$ cat src/rtl/uart_pkg.sv
// Shared constants and the per-cycle FIFO operation encoding for the UART TX path.
// No ports: imported by uart_fifo_ctrl and uart_tx_fifo.
package uart_pkg;

   localparam int DBITS       = 8;
   localparam int FIFO_ADDR_W = 4;

   // Encoding of {wr_ok, rd_ok}
   typedef enum logic [1:0] {
      FIFO_NOP = 2'b00,
      FIFO_RD  = 2'b01,
      FIFO_WR  = 2'b10,
      FIFO_RW  = 2'b11
   } fifo_op_e;

endpackage

$ cat src/rtl/uart_fifo_ctrl.sv
// uart_fifo_ctrl: pointers, occupancy count, full/empty flags and accept logic.
// Ports: ckht, rst_n (async active-low); wr, rd requests; we, w_addr, r_addr
// to storage; empty, full, count status. Macro UART_TX_FIFO_ERR_EN adds
// err_clr input and sticky ovf/udf outputs.
module uart_fifo_ctrl
   import uart_pkg::*;
#(
   parameter int ADDR_W = FIFO_ADDR_W
) (
   input  logic              ckht,
   input  logic              rst_n,
   input  logic              wr,
   input  logic              rd,
   output logic              we,
   output logic [ADDR_W-1:0] w_addr,
   output logic [ADDR_W-1:0] r_addr,
   output logic              empty,
   output logic              full,
   output logic [ADDR_W:0]   count
`ifdef UART_TX_FIFO_ERR_EN
   ,
   input  logic              err_clr,
   output logic              ovf,
   output logic              udf
`endif
);

   localparam logic [ADDR_W:0]   CNT_MAX = (ADDR_W+1)'(2**ADDR_W);
   localparam logic [ADDR_W:0]   CNT_ONE = (ADDR_W+1)'(1);
   localparam logic [ADDR_W-1:0] PTR_ONE = ADDR_W'(1);

   logic [ADDR_W-1:0] w_ptr, w_ptr_n;
   logic [ADDR_W-1:0] r_ptr, r_ptr_n;
   logic [ADDR_W:0]   cnt, cnt_n;
   logic              empty_q, empty_n;
   logic              full_q, full_n;
   logic              wr_ok, rd_ok;
   fifo_op_e          op;

   // A full FIFO still takes a write when the same cycle frees a slot
   assign wr_ok = wr & (~full_q | rd);
   assign rd_ok = rd & ~empty_q;
   assign op    = fifo_op_e'({wr_ok, rd_ok});

   always_ff @(posedge ckht or negedge rst_n) begin
      if (!rst_n) begin
         w_ptr   <= '0;
         r_ptr   <= '0;
         cnt     <= '0;
         empty_q <= 1'b1;
         full_q  <= 1'b0;
      end else begin
         w_ptr   <= w_ptr_n;
         r_ptr   <= r_ptr_n;
         cnt     <= cnt_n;
         empty_q <= empty_n;
         full_q  <= full_n;
      end
   end

   always_comb begin
      w_ptr_n = w_ptr;
      r_ptr_n = r_ptr;
      cnt_n   = cnt;
      empty_n = empty_q;
      full_n  = full_q;
      unique case (op)
         FIFO_WR: begin
            w_ptr_n = w_ptr + PTR_ONE;
            cnt_n   = cnt + CNT_ONE;
            empty_n = 1'b0;
            full_n  = (cnt == CNT_MAX - CNT_ONE);
         end
         FIFO_RD: begin
            r_ptr_n = r_ptr + PTR_ONE;
            cnt_n   = cnt - CNT_ONE;
            full_n  = 1'b0;
            empty_n = (cnt == CNT_ONE);
         end
         FIFO_RW: begin
            w_ptr_n = w_ptr + PTR_ONE;
            r_ptr_n = r_ptr + PTR_ONE;
         end
         default: ;
      endcase
   end

   assign we     = wr_ok;
   assign w_addr = w_ptr;
   assign r_addr = r_ptr;
   assign empty  = empty_q;
   assign full   = full_q;
   assign count  = cnt;

`ifdef UART_TX_FIFO_ERR_EN
   logic ovf_q, udf_q;

   // Set wins over a simultaneous clear
   always_ff @(posedge ckht or negedge rst_n) begin
      if (!rst_n) begin
         ovf_q <= 1'b0;
         udf_q <= 1'b0;
      end else begin
         ovf_q <= (wr & full_q & ~rd) | (ovf_q & ~err_clr);
         udf_q <= (rd & empty_q) | (udf_q & ~err_clr);
      end
   end

   assign ovf = ovf_q;
   assign udf = udf_q;
`endif

endmodule

$ cat src/rtl/uart_tx_fifo.sv
// uart_tx_fifo: FWFT transmit buffer feeding the UART transmitter.
// Ports: ckht, rst_n; wr/w_data push; rd pop; r_data head word; empty, full,
// count. Macro UART_TX_FIFO_ERR_EN adds err_clr, ovf, udf.
module uart_tx_fifo
   import uart_pkg::*;
#(
   parameter int DW     = DBITS,
   parameter int ADDR_W = FIFO_ADDR_W
) (
   input  logic              ckht,
   input  logic              rst_n,
   input  logic              wr,
   input  logic [DW-1:0]     w_data,
   input  logic              rd,
   output logic [DW-1:0]     r_data,
   output logic              empty,
   output logic              full,
   output logic [ADDR_W:0]   count
`ifdef UART_TX_FIFO_ERR_EN
   ,
   input  logic              err_clr,
   output logic              ovf,
   output logic              udf
`endif
);

   logic              we;
   logic [ADDR_W-1:0] w_addr;
   logic [ADDR_W-1:0] r_addr;
   logic [DW-1:0]     mem [2**ADDR_W];

   uart_fifo_ctrl #(
      .ADDR_W (ADDR_W)
   ) u_ctrl (
      .ckht    (ckht),
      .rst_n   (rst_n),
      .wr      (wr),
      .rd      (rd),
      .we      (we),
      .w_addr  (w_addr),
      .r_addr  (r_addr),
      .empty   (empty),
      .full    (full),
      .count   (count)
`ifdef UART_TX_FIFO_ERR_EN
      ,
      .err_clr (err_clr),
      .ovf     (ovf),
      .udf     (udf)
`endif
   );

   // Storage carries no reset; empty qualifies the read data
   always_ff @(posedge ckht) begin
      if (we)
         mem[w_addr] <= w_data;
   end

   assign r_data = mem[r_addr];

endmodule

$ cat config.mk
export PLATFORM = sky130hd
export DESIGN_NAME = uart_tx_fifo
export DESIGN_NICKNAME = d
export VERILOG_FILES = /design/src/rtl/uart_pkg.sv /design/src/rtl/uart_fifo_ctrl.sv /design/src/rtl/uart_tx_fifo.sv
export SDC_FILE = /design/constraint.sdc
export NUM_CORES = 1
export LEC_CHECK = 0
export BUFFER_PORTS_ARGS = -buffer_cell sky130_fd_sc_hd__buf_2
export CORE_MARGIN = 4
export CORE_UTILIZATION = 45
export DETAILED_ROUTE_END_ITERATION = 8
export GPL_TIMING_DRIVEN = 0
export SETUP_SLACK_MARGIN = 0.1
export SLEW_MARGIN = 15
export SYNTH_ARGS = -nofsm -noshare
export SYNTH_HDL_FRONTEND = slang
export SYNTH_HIERARCHICAL = 1
export SYNTH_SLANG_ARGS = --single-unit
$ cat constraint.sdc
create_clock -name ckht -period 2.1 [get_ports ckht]
set_input_delay 0.21 -clock ckht [delete_from_list [all_inputs] [get_ports ckht]]
set_output_delay 0.21 -clock ckht [all_outputs]
set_load 0.03 [all_outputs]
# Word level (Yosys, flattened, before mapping)
# Memories as Yosys holds them, arrays and structs flattened.
# Index checks and enable logic that the tools add are counted.
[op_classes]
shifts = 0
n_reduce_logical = 3
n_bitwise = 5
order_cmp = 0
multipliers = 0
div_mod_pow = 0
mux = 5
add_sub_neg = 4
n_eq_ne = 5
[ops]
columns = ["op", "n"]
rows = [
  ["$pmux W5 S2", 1],
  ["$add A4 B1 Y4 const B", 2],
  ["$add A5 B1 Y5 const B", 1],
  ["$eq A5 B1 Y1 const B", 1],
  ["$eq A5 B4 Y1 const B", 1],
  ["$sub A5 B1 Y5 const B", 1],
  ["$eq A2 B2 Y1 const B", 2],
  ["$pmux W1 S2", 2],
  ["$reduce_or A2 Y1", 2],
  ["$and A1 B1 Y1", 2],
  ["$eq A2 B1 Y1 const B", 1],
  ["$mux W1", 2],
  ["$not A1 Y1", 2],
  ["$reduce_bool A2 Y1", 1],
  ["$or A1 B1 Y1", 1],
]
[totals]
in_bits = 12
latchBits = 0
mem_count = 1
mem_bits_ro = 0
register_bits = 15
ramBits = 128
[memory_table]
columns = ["name", "words", "width", "read_ports", "rd_ports_with_merged_regs", "wr", "line_no", "rtl"]
rows = [
  ["mem", 16, 8, 1, 0, 1, "uart_tx_fifo.sv:30", "logic [DW-1:0] mem [2**ADDR_W];"],
]

# Depth between registers and ports, before layout
# Gate-level depths: netlist (run 1).
[logic_depth]
word_depth = 5
ltp_mapped = 7

# Modules after synthesis
# The synthesis (run 1) kept the hierarchy.
[by_module_without_submodules]
columns = ["mod", "area_per_inst_um2", "seq_area_each_um2", "instances", "cells_per_inst"]
rows = [
  ["uart_tx_fifo", 4987.3, 3843.7, 1, 221],
  ["uart_fifo_ctrl", 802.0, 376.6, 1, 72],
]

# Least setup slack after synthesis (run 1)
# Ideal clock, no wire load.
[synth_timing]
path_kind = "register to register"
start = "reg u_ctrl.full_q (netlist: u_ctrl/full)"
end = "mem mem[0][0] in the netlist's numbering, enable pin"
stages_incl_launch_ff = 6
required_time_ps = 1717
setup_slack_ps = -263
arrival_time_ps = 1980
path_cell_list = "dfrtp_1 nand2b_1 nand2_1 inv_1 or3b_2 nor3_1"
[synth_via]
elab_chain_len = 5
[synth_rtl]
columns = ["element", "line_no", "rtl"]
rows = [
  ["start, declared", "uart_fifo_ctrl.sv:36", "logic full_q, full_n;"],
  ["start signal, assigned", "uart_fifo_ctrl.sv:57", "full_q <= full_n;"],
  ["$not A1 Y1", "uart_fifo_ctrl.sv:41", "assign wr_ok = wr & (~full_q | rd);"],
  ["$or A1 B1 Y1", "uart_fifo_ctrl.sv:41", ""],
  ["$and A1 B1 Y1", "uart_fifo_ctrl.sv:41", ""],
  ["named net we", "uart_tx_fifo.sv:27", "logic we;"],
  ["$mux W1", "uart_tx_fifo.sv:55", "if (we)"],
  ["$mux W1 (not written as such)", "uart_tx_fifo.sv:56", "mem[w_addr] <= w_data;"],
  ["end, declared", "uart_tx_fifo.sv:30", ""],
]
# The timed path passes the listed nets, and every way through them passes these cells.

# Worst setup path after layout (run 1)
[layout_timing]
start = "reg u_ctrl.r_ptr[0] (netlist: u_ctrl/r_addr[0])"
end = "out r_data[5]"
[layout_via]
elab_chain_len = 1
[layout_rtl]
columns = ["element", "line_no", "rtl"]
rows = [
  ["start, declared", "uart_fifo_ctrl.sv:33", "logic [ADDR_W-1:0] r_ptr, r_ptr_n;"],
  ["start signal, assigned", "uart_fifo_ctrl.sv:54", "r_ptr <= r_ptr_n;"],
  ["$mem_v2 Z16 W8", "--", ""],
  ["end, declared", "uart_tx_fifo.sv:15", "output logic [DW-1:0] r_data,"],
]
# Every way passes these cells.

==> results.yml, run 1 <==
floorplan:
  num_rows: 41
  core_area_um2: 12600
  die_y_um: 121
  io_pins: 27
  die_x_um: 121
  start_util_pct: 45.9
  die_area_um2: 14700
route:
  route.detailed.drc: 0
  routedWlPerCell_um: 21.3
  num_vias: 2896
  drtIter0Drc: 228
  ant_nets: 0
  viasPerCell: 5.33
  firstDrtPassIters: 4
  wl_um: 11600
setup_path:
  crit_type: "flop to output pin"
  critPathLaunch: "u_ctrl/r_addr[0]"
  critPathMaxFanout: 8
  r2r_start: "u_ctrl/full"
  required_ns: 1.89
  critPathLaunchType: "flop"
  worst_setup_path_end_kind: "output pin"
  r2r_slack_ns: 0.15
  arrival_ns: 2.18
timing:
  fin_crit_sh_pct: 114
  skew_ns: 0.00622
  hold_ws_ns: 0.0929
  relSlewSlack_pct: 60.6
  fmax_mhz: 418
  layout_setup_ws_ns: -0.290
  final-hold-violation-count: 0
  final-setup-viol-count: 8
  rsz0062_at_grt: "true"
  period_minus_slack_ns: 2.39
  slew_viol_final: 0
  worstMarginPinSlew_ns: 0.591
yosys:
  synth_fp_nets: 313
  synth-simple-area-share_pct: 5.01
  synth-compound-area-share_pct: 2.79
  synthesis.area_um2: 5790
  synthTopCellsByCount: "edfxtp_1 (128), mux4_2 (18), a22oi_1 (16), nor2_1 (16)"
  synth.area.top_cells: "edfxtp_1 (66%), mux4_2 (7.0%), mux4_1 (6.4%), dfrtp_1 (6.1%), a22oi_1 (2.1%)"
  synth_area_per_cell_um2: 19.8
  synth-seq-area-share_pct: 72.9
  yosys.cell_count.top_type: "edfxtp_1"
  synth_edf_count: 128
  ys_async_sr_fraction_pct: 10.5
  synth.area.mux_share_pct: 14.1
  ys_types: 37
  netlist.area_leader.share_pct: 66.4
  ys_ff_latch: 143
  netlist_instances: 293
  yosys.area.top_type: "edfxtp_1"
  ys.flop_type: "edfxtp_1"
  synthAdderAreaFrac_pct: 1.73
  synth_top_family_by_area: "multiplexers"
  synth-xor-area-share_pct: 1.36
  synth_warnings: 6
placement:
  io_buffers: 26
  place_congestion: 0.751
  post-dp-hpwl_um: 6930
  detailed_place.area_um2: 6160
  post-place-ws_ns: -0.279
power:
  power_density_nw_per_um2: 1440
  internal_power_mw: 6.87
  pwr-share-comb_pct: 38.2
  p_leak_nw: 2.45
  peakVddDrop_uv: 746
  pwr-share-clk_pct: 24.6
  p_sw_mw: 3.46
  p_sw_share_pct: 33.5
  seq_power_share_pct: 37.2
status:
  violations: "negative setup slack"
  status: "complete, but fails checks"
clocking:
  path_clk_slew_ns: 0.06
  clock_latency_ns: 0.41
  tritoncts: "done"
  clk_path_buf_depth: 2
  h-tree-depth: 4
  cts_root_buf: "clkbuf_16"
  numCtsBuffers: 17
  clock-sinks: 143
global_route:
  overflow: 0
  antenna_found_initial: 0
  grt_pass1_wl_um: 17300
  grt_pass1_vias: 3008
  grt_use_met2_pct: 27.7
  gr-usage-met3_pct: 4.38
  grt_max_degree: 17
  use_met1_pct: 21.0
  grtUsageTotal_pct: 16.6
  gr-max-usage-layer: "met2"
cells_and_area:
  design_area_um2: 7180
  syn_to_final_growth_pct: 24.1
  nets: 377
  final_util_pct: 56.9
  layout-drive-gt1-share_pct: 38.6
flow_run:
  max_cap_viol_count: 0
min_path:
  hp-class: "input port to flop"
  hp-start: "wr"
## repair_timing
item	in CTS	in global routing
resized for setup	52	28
setup endpoints to repair	136	129
endpoints found under the hold margin	15	0
pin swaps	10	17
hold buffers	1	0
buffers inserted	5	10
gates cloned	1	2
## per-layer routing
metal	up-vias	wire length (um)	part of all wire [%]
met4	0	127	1.1
li1	1317	-	-
met3	11	367	3.2
met1	1515	5080	44
met5	-	0	0
met2	53	6010	52
## critical path, cell delays in order (launching register included)
cell and delay (ns):
dfrtp_1 0.38, buf_12 0.17, buf_12 0.13, mux4_1 0.55, a22oi_1 0.28, nand2_1 0.07, buf_2 0.18
## kinds of logic (layout without fill, tap and decap cells)
family / count (synthesis) / count (layout)
flip-flops: 143 / 143
buffers and inverters: 17 / 94
AO/OA/AOI/OAI: 22 / 22
AND/OR/NAND/NOR: 58 / 58
other: 0 / 1
adder cells (fa/ha/maj): 8 / 8
multiplexers: 36 / 36
XOR/XNOR: 9 / 9
## layout make-up
| cell class | count | area, um2 |
|---|---|---|
| antenna | 1 | 2.50 |
| inverter | 4 | 15.0 |
| fill | 973 | 5440 |
| buffer | 13 | 154 |
| multi-input combinational | 133 | 1600 |
| timing repair buffer | 45 | 465 |
| clock inverter | 14 | 77.6 |
| clock buffer | 18 | 429 |
| tap | 172 | 215 |
| sequential | 143 | 4220 |
## placed cells by master (no fill, tap or decap), types with 3 or more instances in the layout
cell	synthesis	routed
edfxtp_1	128	128
mux4_2	18	26
buf_2	4	20
clkbuf_16	0	19
nand2_1	14	12
nor2_4	0	12
dfrtp_1	14	12
buf_12	0	11
buf_4	1	10
buf_6	4	9
a22oi_2	0	8
a22oi_1	16	8
ha_1	8	8
mux4_1	14	6
xnor2_1	6	6
clkinv_1	0	5
nor3_4	0	4
nand2b_1	4	4
clkinv_2	0	4
clkinvlp_4	0	4
nor2b_1	3	3
clkdlybuf4s25_2	3	3
nand3_1	3	3
inv_1	4	3
nor2_1	16	3
xor2_1	3	3
o21ai_1	3	3
## worst paths after layout
path                                          to  cells after the start
worst min-delay path            u_ctrl/w_addr[3]                      3
max in group asynchronous           u_ctrl/empty                      2
min in group asynchronous        u_ctrl/count[0]                      2
worst max-delay path                   r_data[5]                      6
worst min register to register      u_ctrl/empty                      2
worst max register to register         mem[4][5]                      7
## registers in the layout, indices dropped and copies added, names as in the netlist
register / count
u_ctrl/full: 1
u_ctrl/w_addr: 4
u_ctrl/empty: 1
u_ctrl/r_addr: 4
u_ctrl/count: 5
mem: 128
## through the flow
| stage | total power [mW] | std cells | setup TNS (ns) |
|---|---|---|---|
| finish | 10.3 | 543 | -1.83 |
| global route | 10.8 | 542 | -2.45 |
| CTS | 9.97 | 530 | -2.19 |
| global placement | 6.79 | 491 | -15.58 |
| detailed placement | 6.85 | 491 | -8.20 |
| floorplan | 5.94 | 293 | 0 |
## power by group through the flow
stage | Clock (mW) | Combinational [mW] | Sequential, mW
detailed placement | 0 | 2.99 | 3.86
global placement | 0 | 2.96 | 3.83
floorplan | 0 | 2.08 | 3.87
CTS | 2.58 | 3.56 | 3.82
global route | 2.71 | 4.21 | 3.89
finish | 2.54 | 3.95 | 3.84
No activity file was read; power rests on OpenSTA's default activity.
==> run 2, diff against run 1 <==
PLACE_DENSITY = 0.68   (was default)
==> run 2 against run 1 <==
- global-route usage barely moved
- via count up 0.14%
- fmax is 0.33% higher
- total power up 1.0%
- highest routed layer unchanged
- non-clock buffer count down 7
- the run still ends with negative setup slack left
- clock power up 7%
==> results.yml, run 2 (synthesis results as in run 1) <==
global_route:
  grtUsageTotal_pct: 16.6
  grt_max_degree: 17
  grt_use_met2_pct: 26.4
  overflow: 0
  use_met1_pct: 21.8
  gr-max-usage-layer: "met2"
  antenna_found_initial: 0
  gr-usage-met3_pct: 5.41
  grt_pass1_wl_um: 17300
  grt_pass1_vias: 2947
route:
  num_vias: 2900
  wl_um: 11900
  drtIter0Drc: 292
  ant_nets: 0
  firstDrtPassIters: 4
  route.detailed.drc: 0
  viasPerCell: 5.42
  routedWlPerCell_um: 22.2
floorplan:
  io_pins: 27
  die_x_um: 121
  core_area_um2: 12600
  die_area_um2: 14700
  die_y_um: 121
  start_util_pct: 45.9
  num_rows: 41
placement:
  dp_cells: 491
  post-dp-hpwl_um: 7010
  post-place-ws_ns: -0.236
  place_congestion: 0.835
  detailed_place.area_um2: 6160
  io_buffers: 26
clocking:
  path_clk_slew_ns: 0.05
  tritoncts: "done"
  h-tree-depth: 4
  clock_latency_ns: 0.41
  clk_path_buf_depth: 2
  clock-sinks: 143
  numCtsBuffers: 17
  cts_root_buf: "clkbuf_16"
power:
  p_leak_nw: 2.42
  peakVddDrop_uv: 752
  fin_total_pwr_mw: 10.4
  power_density_nw_per_um2: 1460
cells_and_area:
  design_area_um2: 7140
  final_cell_mix: "edfxtp_1 (128), mux4_2 (30), buf_2 (23)"
  fill_cells: 964
  num_antenna_cells: 0
  final_util_pct: 56.6
  largest_reg_flops: 128
  nets: 370
  syn_to_final_growth_pct: 23.4
  fin_cells: 535
  layout-drive-gt1-share_pct: 38.3
  top_register: "mem"
  final_common_cell: "edfxtp_1"
timing:
  relSlewSlack_pct: 47.0
  tns_ns: -1.99
  final-setup-viol-count: 8
  hold_ws_ns: 0.0902
  worstMarginPinSlew_ns: 0.793
  rsz0062_at_grt: "true"
  fmax_mhz: 420
  final-hold-violation-count: 0
  fin_crit_sh_pct: 113
  layout_setup_ws_ns: -0.282
  slew_viol_final: 0
  skew_ns: 0.00598
  period_minus_slack_ns: 2.38
setup_path:
  critPathMaxFanout: 8
  required_ns: 1.89
  max_stage_delay_ns: 0.54
  crit_chain: "buf_12 > buf_12 > mux4_2 > a22oi_1 > nand2_1 > buf_2"
  r2r_slack_ns: 0.17
  r2r_cells: 6
  worstReg2RegEnd: "mem[8][2]"
  worst_path_most_repeated_cell: "buf_12"
  r2r_start: "u_ctrl/full"
  arrival_ns: 2.17
  crit_type: "flop to output pin"
  cp.buffers_inverters: 3
  cp_top_family: "multiplexers"
  cp_slowest_cell: "mux4_2"
  critPathLaunchType: "flop"
  worst_setup_path_end_kind: "output pin"
flow_run:
  max_cap_viol_count: 0
min_path:
  hold_depth: 3
  hp-class: "input port to flop"
  hold_end: "u_ctrl/w_addr[3]"
  hp-start: "wr"
status:
  violations: "negative setup slack"
  status: "complete, but fails checks"
## run 2: cell count changes in the layout (fill, tap and decap cells not counted), sizes merged
cell and delta:
clkbuf +14, clkinv -10, buf -7, clkinvlp -4, diode -1
## run 2: final cells by class
class | count | area, um2 | area share (%)
flip-flops and latches | 143 | 4220 | 59.1
multi-input cells | 133 | 1590 | 22.3
clock buffers | 32 | 542 | 7.59
repair buffers | 38 | 407 | 5.69
well taps | 172 | 215 | 3.01
plain buffers | 13 | 149 | 2.08
inverters | 4 | 15.0 | 0.210
## run 2: how the worst max path moves through the flow
stage,start,end,slack [ns],cells after the start
2_1_floorplan,u_ctrl/full,mem[2][0],0.1,5
5_1_grt,u_ctrl/r_addr[0],r_data[1],-0.36,6
3_5_place_dp,u_ctrl/full,mem[1][2],-0.24,5
3_3_place_gp,u_ctrl/full,mem[4][0],-0.31,5
4_1_cts,u_ctrl/r_addr[0],r_data[2],-0.27,6
6_report,u_ctrl/r_addr[0],r_data[6],-0.28,6
## run 2: layer usage
metal / vias to the layer above / wire (um)
li1: 1298 / -
met2: 98 / 6160
met4: 0 / 161
met1: 1492 / 4840
met3: 12 / 695
met5: - / 0
## run 2: worst reg2reg max path: stages (launching register included)
cell and delay, ns:
dfrtp_2 0.40, nand2b_1 0.13, nand2_2 0.12, inv_2 0.12, nand3b_1 0.35, nor3_4 0.35
buf_12 0.16
## run 2: where the power goes
group	leakage (nW)	switching (mW)	total, mW	internal (mW)
logic	0.829	2.05	3.85	1.80
registers	1.33	0.355	3.87	3.51
clock network	0.263	1.01	2.71	1.70
## run 2: repair_timing
action,4_1_cts,5_1_grt
hold buffers,1,0
gates resized for setup,53,28
setup endpoints to repair,113,138
buffers inserted,2,6
hold endpoints to repair,15,0
pin swaps,4,12
cloned,0,3
